File: src/rtl/or_16.sv
// 16-input OR reduction with a combinational result and a registered result,
// lowest-set-bit index and one-cycle valid strobe.
module or_16 #(
   parameter int unsigned WIDTH = 16
) (
   input  logic             clk,
   input  logic             rst,
   input  logic [WIDTH-1:0] a,
   input  logic             in_valid,
   output logic             out_comb,
   output logic             out,
   output logic [3:0]       first_idx,
   output logic             out_valid
);

   localparam int unsigned IDX_W = 4;

   logic             any_c;
   logic [IDX_W-1:0] low_idx_c;

   assign any_c    = |a;
   assign out_comb = any_c;

   // Scan from MSB down so the lowest set bit wins; stays 0 for an all-zero word.
   always_comb begin
      low_idx_c = '0;
      for (int i = WIDTH - 1; i >= 0; i--) begin
         if (a[i]) begin
            low_idx_c = IDX_W'(i);
         end
      end
   end

   // Reset discards any word presented in the same cycle; idle holds the result.
   always_ff @(posedge clk) begin
      if (rst) begin
         out       <= 1'b0;
         first_idx <= '0;
         out_valid <= 1'b0;
      end else if (in_valid) begin
         out       <= any_c;
         first_idx <= low_idx_c;
         out_valid <= 1'b1;
      end else begin
         out_valid <= 1'b0;
      end
   end

endmodule

File: config.mk
export PLATFORM = sky130hd
export DESIGN_NAME = or_16
export DESIGN_NICKNAME = d
export VERILOG_FILES = /design/src/rtl/or_16.sv
export SDC_FILE = /design/constraint.sdc
export NUM_CORES = 1
export LEC_CHECK = 0
export CAP_MARGIN = 5
export CORE_AREA = 2 2 39 41
export CTS_CLUSTER_SIZE = 16
export DETAILED_ROUTE_END_ITERATION = 10
export DIE_AREA = 0 0 41 43
export PLACE_DENSITY = 0.69
export SETUP_SLACK_MARGIN = 0.1
export SLEW_MARGIN = 20
export SYNTH_ARGS = -nofsm -noshare
export SYNTH_HDL_FRONTEND = slang
export SYNTH_SLANG_ARGS = --single-unit
File: constraint.sdc
create_clock -name clk -period 3.3 [get_ports clk]
set_clock_uncertainty 0.05 [all_clocks]
set_input_delay 0.66 -clock clk [delete_from_list [all_inputs] [get_ports clk]]
set_output_delay 0.66 -clock clk [all_outputs]
set_load 0.1 [all_outputs]
Word level (Yosys, flattened, before mapping)
Index checks and enable logic that the tools add are counted.
- bits in registers: 6
- bits of input ports: 19
- output and inout bits: 7
- mux-type cells: 17
- reductions and logical operators: 1
- operators by type and width (cell ; number):
    $mux 4 ; 16
    $reduce_or 16->1 ; 1
    $mux 1 ; 1

Logic depth before layout (Yosys ltp)
Gate-level depths: netlist of run 1.
- depth after elaboration: 16
- mapped depth: 5
- depth with buffers taken out: 4

Worst setup path after synthesis of run 1
No wires, ideal clock.
- path kind: input-to-output
- from: input a[4]
- to: output out_comb
- data arrival time: 1883 ps
- data required time: 2590 ps
- slack: 707 ps
- stages on the path: 3
- cells stage by stage: or4_4 -> nor2b_4 -> nand2_1
- cells in the longest elaborated chain, start to end: 1
- ends and longest elaborated chain (what ; RTL line ; RTL):
    start: declaration ; 8 ; input logic [WIDTH-1:0] a,
    $reduce_or 16->1 ; 21 ; assign any_c = |a;
    end: declaration ; 10 ; output logic out_comb,
No other way between the ends.

Final worst setup path of run 1
Ends and elaborated chain as after synthesis.

==> run summary, run 1 <==
Number of synthesized flops with an enable pin: 0
Tot GR Track Use: 0.147
Crit Path Max Fanout: 4
Crit path cell chain: clkdlybuf4s50_1 > or4_4 > nor2b_4 > nand2_1 > buf_12
Worst Setup Slack post-DPL: 0.467 ns
Crit path capture type: output port
Worst Path Arrival: 2.12 ns
Setup TNS: 0 ns
Root buf cell: clkbuf_4
Routed WL: 1000 um
Layout cell share with drive strength beyond 1: 0.190
Die Height: 43 um
Nets: 100
Critical path's slowest cell: or4_4
Synth warnings: 0
Clock Tree Buf Depth: 2
Worst-path clk slew: 0.05 ns
Clk_lat worst skew: 0.24 ns
Ys flop type: dfxtp_1
Kind of critical path: primary input to output port
Ys async rst share: 0
Post-CTS sizing: 0
DR vias/cell: 4.92
DR pass1 iterations: 4
Final setup violation count: 0
Post-DP HPWL: 844 um
Max Slew Vio Count: 0
Syn nets: 71
Total setup buffers inserted after CTS: 0
CP required: 2.59 ns
Die area: 0.00176 mm2
Antenna Nets Post-Route: 0
Mapped cell area: 404 um2
Chip Width: 41 um
Final GP Congestion: 0.820
Unrepaired setup endpoints after global routing: false
Initial antenna violation count: 0
Area growth from synthesis to layout: 70.0%
Fin. Hold Viols: 0
Total CTS buffers: 3
Period utilization: 0.857
IO Port Bufs: 25
Synth unique cells: 24
Most instantiated cells after synthesis: dfxtp_1, inv_1, nor2_1
H-Tree Level Count: 1
Fmax: 0.354 GHz
Minimum clock period: 2.83 ns
Largest area contributor in the netlist: dfxtp_1
Max cap viols: 0
Via count: 467
Synth top area share: 0.297
Setup WS post-layout: 0.473 ns
Leak Pwr: 0.000271 uW
DR WL/cell: 10.5 um
Max transition margin: 0.755
GRT overflow: 0
CTS Hold Buffers Added: 0
Hold Worst Slack: 0.421 ns
Status: finished clean
Initial Util: 0.292
Power density cells: 312 mW/mm2
Max IR drop VDD: 0.000206 V
Antenna diode count: 0
Flop and latch count out of synthesis: 6
Syn_area_per_cell: 7.77 um2
First-pass GRT wire length: 1740 um
CTS tree: done
Core area: 0.00138 mm2
Fillers: 147
IO Count: 26
CP max stage delay: 0.58 ns
Hold WC Path Type: flip-flop to flip-flop
Clock sinks: 6
Ranking of synthesized cells by area: dfxtp_1, nor4_1, inv_1, nor2_1, a21oi_1
Post-Synthesis Cells: 52
Vias in the first global route: 445
DRC viols: 0
Least-Margin Pin Slew: 0.359 ns
Largest net degree at the start of global routing: 10
Sequential area share after synthesis: 0.297
Initial drt markers: 4
Crit start category: primary input
Row cnt: 14
==> metrics by stage <==
step	std cells	util	power [uW]	instance area [um2]
global route	95	0.496	229	687
detailed placement	92	0.480	148	664
global placement	92	0.480	148	664
CTS	95	0.496	218	687
floorplan	52	-	113	404
finish	95	0.496	215	687
==> layout by cell type, fill, tap and decap left out, drive strengths merged <==
cell type	synthesis	layout
nor3b	2	2
a2111oi	1	1
a211o	1	1
nand2b	3	3
o21ai	1	1
o41ai	2	2
clkbuf	1	3
nor2	6	6
or4	1	1
nand2	2	2
o211ai	1	1
buf	0	7
nor4	4	4
nand3	1	1
a311oi	1	1
nor3	2	2
o221ai	1	1
nor2b	3	3
a21oi	5	5
o31ai	1	1
dfxtp	6	6
inv	6	6
clkdlybuf4s50	0	18
or3b	1	1
==> area by class of cell <==
type | count | area, um2 | area share
Inverter | 6 | 22.5 | 0.0328
Clock buffer | 3 | 22.5 | 0.0328
Timing Repair Buffer | 25 | 245 | 0.357
Multi-Input combinational cell | 39 | 256 | 0.373
Tap cell | 16 | 20.0 | 0.0291
Sequential cell | 6 | 120 | 0.175
==> worst max-delay path: cells and delay by family <==
| kind | cells | cell delay, ns |
|---|---|---|
| buf+inv | 2 | 0.64 |
| simple gates | 3 | 0.83 |
==> routing by layer <==
layer	global-route usage	part of all wire	up-vias
li1	-	-	248
met1	0.177	0.43	198
met2	0.209	0.47	19
met3	0.0681	0.089	2
met4	0.0733	0.014	0
met5	0	0	-
==> flip-flops by register name, indices dropped and copies added (netlist names) <==
signal,flops
first_idx,4
out,1
out_valid,1
==> worst paths after layout <==
kind / from / end / slack (ns) / cells after the start
worst max-delay path: a[4] / out_comb / 0.47 / 5
worst max register to register: first_idx[0]$_SDFFE_PP0P_ / first_idx[0]$_SDFFE_PP0P_ / 2.31 / 2
worst min register to register: first_idx[2]$_SDFFE_PP0P_ / first_idx[2]$_SDFFE_PP0P_ / 0.42 / 2
worst min-delay path: first_idx[2]$_SDFFE_PP0P_ / first_idx[2]$_SDFFE_PP0P_ / 0.42 / 2
==> cell families after synthesis <==
logic type             synth area share
AOI/OAI and AO/OA                 0.251
buffers and inverters            0.0681
DFF                               0.297
and+or+nand+nor                   0.384
==> report_power, final <==
part | switching, uW | internal [uW] | total, uW
clock | 26.8 | 41.2 | 68.0
sequential | 1.20 | 75.7 | 76.9
combinational | 39.6 | 30.2 | 69.8
Note: power is estimated with default switching activity, not from simulation.
==> run 2: changes to the inputs <==
--- a/config.mk
+++ b/config.mk
@@ -6,11 +6,13 @@
 export NUM_CORES = 1
 export LEC_CHECK = 0
 export CAP_MARGIN = 5
-export CORE_AREA = 2 2 39 41
+export CELL_PAD_IN_SITES_DETAIL_PLACEMENT = 1
+export CELL_PAD_IN_SITES_GLOBAL_PLACEMENT = 1
+export CORE_AREA = 2 2 45 47
 export CTS_CLUSTER_SIZE = 16
 export DETAILED_ROUTE_END_ITERATION = 10
-export DIE_AREA = 0 0 41 43
-export PLACE_DENSITY = 0.69
+export DIE_AREA = 0 0 47 49
+export PLACE_DENSITY_LB_ADDON = 0.1
 export SETUP_SLACK_MARGIN = 0.1
 export SLEW_MARGIN = 20
 export SYNTH_ARGS = -nofsm -noshare
==> run 2 against run 1 <==
Effect of this change: hold slack worse by 0.0054 ns; utilization is 12 points lower; final area is 2.0% higher; setup slack worse by 0.0057 ns; total power is 0.31% lower; via count is 4.7% higher; die area is 31% higher; sequential share of layout area is 0.34 points lower.
==> run summary, run 2 (synthesis gave the netlist of run 1 again) <==
Status: finished clean
Setup TNS: 0 ns (unchanged)
Hold Worst Slack: 0.416 ns (-0.00540 ns)
Max IR drop VDD: 0.000109 V (-47%)
CP required: 2.59 ns (about the same)
Crit path capture type: output port
Crit Path Max Fanout: 4 (unchanged)
Initial drt markers: 7 (+3)
Most frequent cells in the layout: clkdlybuf4s50_1, inv_1, nor2_1, dfxtp_1, buf_4
Max Slew Vio Count: 0 (unchanged)
Layout cell share with drive strength beyond 1: 0.190 (unchanged)
Fin. Hold Viols: 0 (unchanged)
Post-CTS sizing: 0 (unchanged)
First-pass GRT wire length: 1870 um (+7.5%)
Initial antenna violation count: 0 (unchanged)
Minimum clock period: 2.83 ns (+0.00571 ns)
Hold WC Path Type: flip-flop to flip-flop
Period utilization: 0.859 (+0.00173)
Nets: 100 (unchanged)
Largest reg by FF count: first_idx
Total CTS buffers: 3 (unchanged)
Via count: 489 (+4.7%)
Root buf cell: clkbuf_4
DRC viols: 0 (unchanged)
Antenna diode count: 0 (unchanged)
CTS Hold Buffers Added: 0 (unchanged)
Unrepaired setup endpoints after global routing: false
Tot GR Track Use: 0.112 (-0.0349)
Final setup violation count: 0 (unchanged)
GRT overflow: 0 (unchanged)
IO Count: 26 (unchanged)
Die Height: 49 um (+14%)
Area growth from synthesis to layout: 73.4%
Power Total: 214 uW (-0.31%)
Non-Filler Instances: 106 (+12%)
Die area: 0.00230 mm2 (+31%)
Power density cells: 305 mW/mm2 (-2.3%)
Max transition margin: 0.750 (-0.00422)
Top Registers: first_idx: 4 flops, out: 1 flops, out_valid: 1 flops
Routed WL: 1120 um (+12%)
Flip-flop count of the largest register after layout: 4 (unchanged)
Worst Path Arrival: 2.12 ns (about the same)
Fmax: 0.353 GHz (-0.20%)
DR WL/cell: 10.5 um (about the same)
Final GP Congestion: 0.697 (-15%)
Least-Margin Pin Slew: 0.365 ns (+0.00618 ns)
Antenna Nets Post-Route: 0 (unchanged)
Worst-path clk slew: 0.04 ns (about the same)
Kind of critical path: primary input to output port
Fin util: 0.380 (-0.116)
Max cap viols: 0 (unchanged)
Cells after DPL: 103 (+12%)
Row cnt: 16 (+2)
Total setup buffers inserted after CTS: 0 (unchanged)
Clock sinks: 6 (unchanged)
CTS tree: done
DR vias/cell: 4.61 (-6.2%)
Leak Pwr: 0.000271 uW (unchanged)
Crit start category: primary input
Largest net degree at the start of global routing: 10 (unchanged)
H-Tree Level Count: 1 (unchanged)
Core area: 0.00184 mm2 (+33%)
Chip Width: 47 um (+15%)
DR pass1 iterations: 4 (unchanged)
Commonest non-fill, non-tap cell in the layout: clkdlybuf4s50_1
Post-DP HPWL: 960 um (+14%)
IO Port Bufs: 25 (unchanged)
Vias in the first global route: 467 (+4.9%)
Initial Util: 0.219 (-0.0726)
Clock Tree Buf Depth: 2 (unchanged)
Clk_lat worst skew: 0.24 ns (about the same)
run 2: cell counts in the layout (fill, tap and decap cells not counted):
Identical to the previous run, type by type.
run 2: routing by layer:
| metal | vias up | part of all wire | track usage |
|---|---|---|---|
| li1 | 248 | - | - |
| met2 | 18 | 0.49 | 0.171 |
| met1 | 221 | 0.44 | 0.130 |
| met5 | - | 0 | 0 |
| met4 | 0 | 0.020 | 0.0694 |
| met3 | 2 | 0.055 | 0.0333 |
run 2: path summary, 6_finish.rpt:
check                            start                         to  slack, ns  depth (start not counted)
max                               a[4]                   out_comb       0.47                          5
max reg2reg  first_idx[0]$_SDFFE_PP0P_  first_idx[0]$_SDFFE_PP0P_       2.32                          2
min reg2reg  first_idx[2]$_SDFFE_PP0P_  first_idx[2]$_SDFFE_PP0P_       0.42                          2
min          first_idx[2]$_SDFFE_PP0P_  first_idx[2]$_SDFFE_PP0P_       0.42                          2
run 2: report_power, final:
| group | total [uW] | internal [uW] | switching, uW |
|---|---|---|---|
| clock network | 66.7 | 41.1 | 25.6 |
| registers | 76.9 | 75.7 | 1.21 |
| logic | 70.4 | 30.2 | 40.2 |
| total | 214 | 147 | 67.0 |
run 2: area by class of cell:
cell class / instances / area (um2)
fill: 240 / 1140
clock buffer: 3 / 22.5
sequential: 6 / 120
timing repair buffer: 25 / 245
multi-input combinational: 39 / 256
tap: 27 / 33.8
inverter: 6 / 22.5
run 2: per-stage QoR:
step | area (um2) | setup WS [ns]
after floorplan | 404 | 0.707
after global placement | 678 | 0.468
after detailed placement | 678 | 0.462
after CTS | 701 | 0.456
after global routing | 701 | 0.381
final | 701 | 0.467
run 2: worst max-delay path: stages:
cell	delay [ns]
clkdlybuf4s50_1	0.46
or4_4	0.58
nor2b_4	0.15
nand2_1	0.10
buf_12	0.18
